## src/rtl/cotm32_pkg.sv

```systemverilog
// Core-wide architectural constants shared by every cotm32 pipeline stage.
package cotm32_pkg;

    localparam int XLEN     = 32;
    localparam int NUM_REGS = 32;
    localparam int RW       = $clog2(NUM_REGS);

endpackage

```

## src/rtl/cotm32_pipeline_pkg.sv

```systemverilog
// Pipeline-register payload types for the cotm32 core.
package cotm32_pipeline_pkg;

    import cotm32_pkg::*;

    localparam int PIPE_IDEX_CTRL_W = 16;

    typedef struct packed {
        logic [XLEN-1:0]             pc;
        logic [RW-1:0]               rs1_addr;
        logic [RW-1:0]               rs2_addr;
        logic                        rs1_used;
        logic                        rs2_used;
        logic [XLEN-1:0]             rs1_data;
        logic [XLEN-1:0]             rs2_data;
        logic [XLEN-1:0]             imm;
        logic [RW-1:0]               rd_addr;
        logic                        regfile_we;
        logic                        mem_re;
        logic                        mem_we;
        logic [PIPE_IDEX_CTRL_W-1:0] ctrl;
    } idex_payload_t;

endpackage

```

## src/rtl/load_use_detect.sv

```systemverilog
// Combinational load-use hazard term: a load sitting in ID/EX whose rd is read by the ID instruction.
module load_use_detect
    import cotm32_pkg::*;
(
    input  logic          i_idex_valid,
    input  logic          i_idex_mem_re,
    input  logic [RW-1:0] i_idex_rd_addr,
    input  logic          i_ifid_valid,
    input  logic [RW-1:0] i_rs1_addr,
    input  logic          i_rs1_used,
    input  logic [RW-1:0] i_rs2_addr,
    input  logic          i_rs2_used,
    output logic          o_load_use
);

    logic rs1_match;
    logic rs2_match;

    // x0 is hardwired to zero, so a load targeting it never produces a value to wait for.
    assign rs1_match  = i_rs1_used && (i_rs1_addr == i_idex_rd_addr);
    assign rs2_match  = i_rs2_used && (i_rs2_addr == i_idex_rd_addr);
    assign o_load_use = i_idex_valid && i_idex_mem_re && (i_idex_rd_addr != '0)
                        && i_ifid_valid && (rs1_match || rs2_match);

endmodule

```

## src/rtl/idex_stage.sv

```systemverilog
// ID/EX pipeline register with load-use bubble insertion and a saturating bubble counter.
module idex_stage
    import cotm32_pkg::*;
    import cotm32_pipeline_pkg::*;
#(
    parameter int CTRL_W = 16
) (
    input  logic              i_clk,
    input  logic              i_rst,
    input  logic              i_ifid_valid,
    input  logic [XLEN-1:0]   i_id_pc,
    input  logic [RW-1:0]     i_id_rs1_addr,
    input  logic [RW-1:0]     i_id_rs2_addr,
    input  logic              i_id_rs1_used,
    input  logic              i_id_rs2_used,
    input  logic [XLEN-1:0]   i_id_rs1_data,
    input  logic [XLEN-1:0]   i_id_rs2_data,
    input  logic [XLEN-1:0]   i_id_imm,
    input  logic [RW-1:0]     i_id_rd_addr,
    input  logic              i_id_regfile_we,
    input  logic              i_id_mem_re,
    input  logic              i_id_mem_we,
    input  logic [CTRL_W-1:0] i_id_ctrl,
    input  logic              i_flush,
    input  logic              i_ex_stall,
    output logic              o_idex_valid,
    output logic [XLEN-1:0]   o_idex_pc,
    output logic [RW-1:0]     o_idex_rs1_addr,
    output logic [RW-1:0]     o_idex_rs2_addr,
    output logic              o_idex_rs1_used,
    output logic              o_idex_rs2_used,
    output logic [XLEN-1:0]   o_idex_rs1_data,
    output logic [XLEN-1:0]   o_idex_rs2_data,
    output logic [XLEN-1:0]   o_idex_imm,
    output logic [RW-1:0]     o_idex_rd_addr,
    output logic              o_idex_regfile_we,
    output logic              o_idex_mem_re,
    output logic              o_idex_mem_we,
    output logic [CTRL_W-1:0] o_idex_ctrl,
    output logic              o_ifid_stall,
    output logic              o_load_use,
    output logic [31:0]       o_bubble_cnt
);

    idex_payload_t payload_q, payload_d, id_payload;
    logic          valid_q, valid_d;
    logic [31:0]   bubble_cnt_q, bubble_cnt_d;

    load_use_detect u_load_use_detect (
        .i_idex_valid   (valid_q),
        .i_idex_mem_re  (payload_q.mem_re),
        .i_idex_rd_addr (payload_q.rd_addr),
        .i_ifid_valid   (i_ifid_valid),
        .i_rs1_addr     (i_id_rs1_addr),
        .i_rs1_used     (i_id_rs1_used),
        .i_rs2_addr     (i_id_rs2_addr),
        .i_rs2_used     (i_id_rs2_used),
        .o_load_use     (o_load_use)
    );

    // Handshake: an instruction moves ID -> ID/EX on an edge where o_ifid_stall is low and no flush
    // kills it; o_idex_valid marks a live slot and an invalid slot never carries write enables.
    assign o_ifid_stall = (o_load_use || i_ex_stall) && !i_flush;

    always_comb begin
        id_payload            = '0;
        id_payload.pc         = i_id_pc;
        id_payload.rs1_addr   = i_id_rs1_addr;
        id_payload.rs2_addr   = i_id_rs2_addr;
        id_payload.rs1_used   = i_id_rs1_used;
        id_payload.rs2_used   = i_id_rs2_used;
        id_payload.rs1_data   = i_id_rs1_data;
        id_payload.rs2_data   = i_id_rs2_data;
        id_payload.imm        = i_id_imm;
        id_payload.rd_addr    = i_id_rd_addr;
        id_payload.regfile_we = i_id_regfile_we && i_ifid_valid;
        id_payload.mem_re     = i_id_mem_re && i_ifid_valid;
        id_payload.mem_we     = i_id_mem_we && i_ifid_valid;
        id_payload.ctrl       = PIPE_IDEX_CTRL_W'(i_id_ctrl);
    end

    always_comb begin
        payload_d    = payload_q;
        valid_d      = valid_q;
        bubble_cnt_d = bubble_cnt_q;
        if (i_flush) begin
            payload_d = '0;
            valid_d   = 1'b0;
        end else if (i_ex_stall) begin
            // Hold everything; the hazard is re-evaluated against the same slot next cycle.
            payload_d = payload_q;
        end else if (o_load_use) begin
            payload_d = '0;
            valid_d   = 1'b0;
            if (bubble_cnt_q != 32'hFFFF_FFFF) begin
                bubble_cnt_d = bubble_cnt_q + 32'd1;
            end
        end else begin
            payload_d = id_payload;
            valid_d   = i_ifid_valid;
        end
    end

    always_ff @(posedge i_clk) begin
        if (i_rst) begin
            payload_q    <= '0;
            valid_q      <= 1'b0;
            bubble_cnt_q <= '0;
        end else begin
            payload_q    <= payload_d;
            valid_q      <= valid_d;
            bubble_cnt_q <= bubble_cnt_d;
        end
    end

    assign o_idex_valid      = valid_q;
    assign o_idex_pc         = payload_q.pc;
    assign o_idex_rs1_addr   = payload_q.rs1_addr;
    assign o_idex_rs2_addr   = payload_q.rs2_addr;
    assign o_idex_rs1_used   = payload_q.rs1_used;
    assign o_idex_rs2_used   = payload_q.rs2_used;
    assign o_idex_rs1_data   = payload_q.rs1_data;
    assign o_idex_rs2_data   = payload_q.rs2_data;
    assign o_idex_imm        = payload_q.imm;
    assign o_idex_rd_addr    = payload_q.rd_addr;
    assign o_idex_regfile_we = payload_q.regfile_we;
    assign o_idex_mem_re     = payload_q.mem_re;
    assign o_idex_mem_we     = payload_q.mem_we;
    assign o_idex_ctrl       = CTRL_W'(payload_q.ctrl);
    assign o_bubble_cnt      = bubble_cnt_q;

endmodule
```

## config.mk

```make
export PLATFORM = sky130hd
export DESIGN_NAME = idex_stage
export DESIGN_NICKNAME = d
export VERILOG_FILES = /design/src/rtl/cotm32_pkg.sv /design/src/rtl/cotm32_pipeline_pkg.sv /design/src/rtl/load_use_detect.sv /design/src/rtl/idex_stage.sv
export SDC_FILE = /design/constraint.sdc
export NUM_CORES = 1
export LEC_CHECK = 0
export ABC_AREA = 0
export ABC_CLOCK_PERIOD_IN_PS = 6800
export CAP_MARGIN = 20
export CORE_AREA = 2 2 142 144
export CTS_CLUSTER_DIAMETER = 120
export CTS_CLUSTER_SIZE = 24
export DETAILED_ROUTE_END_ITERATION = 10
export DIE_AREA = 0 0 144 146
export DONT_BUFFER_PORTS = 1
export PLACE_DENSITY = 0.57
export SYNTH_ARGS = -nofsm -noshare
export SYNTH_HDL_FRONTEND = slang
export SYNTH_SLANG_ARGS = --single-unit
```

## constraint.sdc

```tcl
create_clock -name i_clk -period 6.8 [get_ports i_clk]
set_clock_uncertainty 0.05 [all_clocks]
set_input_delay 1.36 -clock i_clk [delete_from_list [all_inputs] [get_ports i_clk]]
set_output_delay 1.36 -clock i_clk [all_outputs]
set_load 0.02 [all_outputs]
```

==> flow_summary.json <==
{
  "outcome": "complete, no violations",
  "avgSynthCellArea_um2": 11.3,
  "setup_slack_ns": 2.67,
  "routedWlPerCell_um": 21.8,
  "period_needed_ns": 4.13,
  "reg2reg_to": "o_bubble_cnt[13]$_SDFFE_PP0P_",
  "relSlewSlack_pct": 42.9,
  "first_iter_violations": 243,
  "place.gp.congestion": 0.800,
  "fp.dieW_um": 144,
  "critPathArrivalTime_ns": 2.72,
  "h-tree-depth": 4,
  "crit_family": "compound AO/OA/AOI/OAI gates",
  "min_path_type": "reg -> reg",
  "ir_drop_mv": 0.137,
  "synth-seq-cells": 197,
  "grt_max_degree": 85,
  "rows": 51,
  "grt_overflow_total": 0,
  "yosysWarnings": 0,
  "cts_resized": 0,
  "worstSetupPathDepth": 5,
  "grt_pass1_vias": 4680,
  "seq_area_um2": 3940,
  "cp_cell_sequence": "xnor2_1, nand4_1, o22ai_1, nand3_1, a21oi_1",
  "rsz0062_at_grt": "false",
  "netlist_top_cells_count": "197 x dfxtp_1, 161 x a22o_1, 27 x clkbuf_1",
  "post-route-period-util_pct": 60.7,
  "synth_ff_type": "dfxtp_1",
  "hold_depth": 2,
  "synth_top_area_cell": "dfxtp_1",
  "power_density_nw_per_um2": 307,
  "dpl_worst_slack_ns": 2.60,
  "hold_viol_final": 0,
  "finalMaxSlewViolations": 0,
  "die_y_um": 146,
  "clk_pin_slew_ns": 0.07,
  "max_stage_delay_ns": 0.44,
  "worstMarginPinSlew_ns": 0.849,
  "placed_cell_area_um2": 6940,
  "cts_buffers": 17,
  "synthCells": 602,
  "end_kind": "output port",
  "synthArstFlopShare_pct": 0,
  "die_area_um2": 21000,
  "syn_area_um2": 6780,
  "post_cts_buffers": 0,
  "initial_core_util_pct": 35.1,
  "yosysMostFrequentCell": "dfxtp_1",
  "ys_seq_area_share_pct": 58.2,
  "cts_sinks": 197,
  "holdWs_ns": 0.545,
  "crit_start": "i_id_rs2_addr[4]",
  "drt-pass1-iter-count": 4,
  "track_usage_pct": 17.0,
  "synth_nets": 772,
  "crit_path_start_kind": "input pin",
  "io_buffers": 0,
  "synth_area_leaders": "dfxtp_1 58%, a22o_1 21%, clkbuf_1 1.5%",
  "synthToLayoutAreaGrowth_pct": 11.2,
  "crit_end": "o_ifid_stall",
  "num-fill-cells": 1837,
  "dpl.hpwl_mm": 13.5,
  "reg2reg_from": "o_bubble_cnt[1]$_SDFFE_PP0P_",
  "reg2reg_setup_slack_ns": 3.70,
  "fmax_ghz": 0.242,
  "diodes": 0,
  "nets": 748,
  "tritoncts": "yes",
  "drv_cap": 0,
  "tns_ns": 0,
  "antenna_left": 0,
  "drive_above_1_share_pct": 8.12,
  "drc_errors": 0,
  "reg2reg_depth": 7,
  "final_area_um2": 7540,
  "power_leakage_uw": 0.00274,
  "viasPerCell": 5.69,
  "crit_slowest_cell": "a21oi_1",
  "multi_input_area_um2": 2610,
  "setup_viol": 0,
  "root_buffer": "clkbuf_16",
  "path_class": "in -> out",
  "required_ns": 5.39,
  "synth_edf_count": 0,
  "netlist.area_leader.share_pct": 58.2,
  "cts_hold_buf": 0,
  "core_area_um2": 19300,
  "path_buf_inv": 0,
  "critPathMaxFanout": 4,
  "clock_latency_ns": 0.43,
  "clk_path_buf_depth": 2,
  "wirelength_mm": 18.7,
  "synth_cell_types": 41,
  "finish.utilization_pct": 39.0,
  "grt_pass1_wl_mm": 27.7,
  "num_vias": 4872,
  "ioPinCount": 368,
  "antenna_found_initial": 0
}
## sequential cells by signal (all words and copies together), names as in the netlist
register	cells
o_idex_rs1_data	32
o_idex_valid	1
o_idex_imm	32
o_idex_mem_we	1
o_idex_rd_addr	5
o_bubble_cnt	32
o_idex_rs2_addr	5
o_idex_rs1_addr	5
o_idex_ctrl	16
o_idex_pc	32
o_idex_rs1_used	1
o_idex_rs2_used	1
o_idex_mem_re	1
o_idex_regfile_we	1
o_idex_rs2_data	32
## how the worst min path moves through the flow
stage / startpoint / end
5_1_grt: o_bubble_cnt[17]$_SDFFE_PP0P_ / o_bubble_cnt[17]$_SDFFE_PP0P_
4_1_cts: o_bubble_cnt[17]$_SDFFE_PP0P_ / o_bubble_cnt[17]$_SDFFE_PP0P_
3_3_place_gp: o_bubble_cnt[17]$_SDFFE_PP0P_ / o_bubble_cnt[17]$_SDFFE_PP0P_
2_1_floorplan: o_bubble_cnt[17]$_SDFFE_PP0P_ / o_bubble_cnt[17]$_SDFFE_PP0P_
3_5_place_dp: o_bubble_cnt[17]$_SDFFE_PP0P_ / o_bubble_cnt[17]$_SDFFE_PP0P_
6_report: o_bubble_cnt[17]$_SDFFE_PP0P_ / o_bubble_cnt[17]$_SDFFE_PP0P_
## power breakdown
group	switching (µW)	internal [µW]
registers	67.0	1180
clock network	494	505
logic	34.0	32.4
total	595	1720
## per-stage QoR
step | total power (µW) | cells
detailed placement | 1350 | 824
floorplan | 1330 | 602
global route | 2410 | 856
CTS | 2350 | 856
global placement | 1340 | 824
finish | 2320 | 856
## worst reg2reg max path, stage by stage (launching register included)
cell and delay, ns:
dfxtp_1 0.53, ha_1 0.38, nand4_1 0.14, nor4_1 0.68, and4b_4 0.40, or4b_4 0.33, or3_1 0.19, mux2_1 0.31
## routing by layer
metal	up-vias	GRT usage [%]	wire length, µm
met5	-	0	0
met4	0	5.74	273
met3	15	5.76	1460
met2	235	28.5	9490
met1	2367	20.1	7480
li1	2255	-	-
## cells by family (layout without fill, tap and decap cells)
kind of cell	after synthesis	count (layout)	share of synthesized area (%)
AOI/OAI and AO/OA	209	209	25.1
buffers and inverters	54	43	3.45
xor gates and xnor gates	12	12	1.55
and+or+nand+nor	119	119	9.93
DFF	197	197	58.2
muxes	10	10	1.64
adders and majority gates	1	1	0.185
## cell usage in the layout, fill, tap and decap left out, drive strengths merged
| master | Yosys | final |
|---|---|---|
| dfxtp | 197 | 197 |
| a22o | 161 | 161 |
| nor2 | 23 | 23 |
| a21oi | 20 | 20 |
| clkbuf | 27 | 18 |
| nand2 | 15 | 15 |
| nand4 | 14 | 14 |
| nand3 | 14 | 14 |
| inv | 7 | 14 |
| or3 | 13 | 13 |
| or4 | 11 | 11 |
| o21ai | 11 | 11 |
| xnor2 | 10 | 10 |
| nor2b | 9 | 9 |
| o31ai | 9 | 9 |
| mux2 | 9 | 9 |
| clkinv | 0 | 7 |
| nor3 | 5 | 5 |
| nor4 | 4 | 4 |
| buf | 20 | 4 |
| a32oi | 3 | 3 |
| and4 | 3 | 3 |
| xor2 | 2 | 2 |
| and3 | 2 | 2 |
| o22ai | 1 | 1 |
| o211a | 1 | 1 |
| or2 | 1 | 1 |
| nor3b | 1 | 1 |
| or3b | 1 | 1 |
| a21boi | 1 | 1 |
| and2 | 1 | 1 |
| and4b | 1 | 1 |
| o211ai | 1 | 1 |
| or4b | 1 | 1 |
| mux2i | 1 | 1 |
| a22oi | 1 | 1 |
| ha | 1 | 1 |
## final cells by class
class	count	share of cell area, %
Tap cell	265	4.40
Timing Repair Buffer	4	0.398
Multi-Input combinational cell	351	34.6
Clock inverter	14	2.07
Clock buffer	18	5.82
Sequential cell	197	52.3
Inverter	7	0.348
Power figures use the tool's default switching activity.
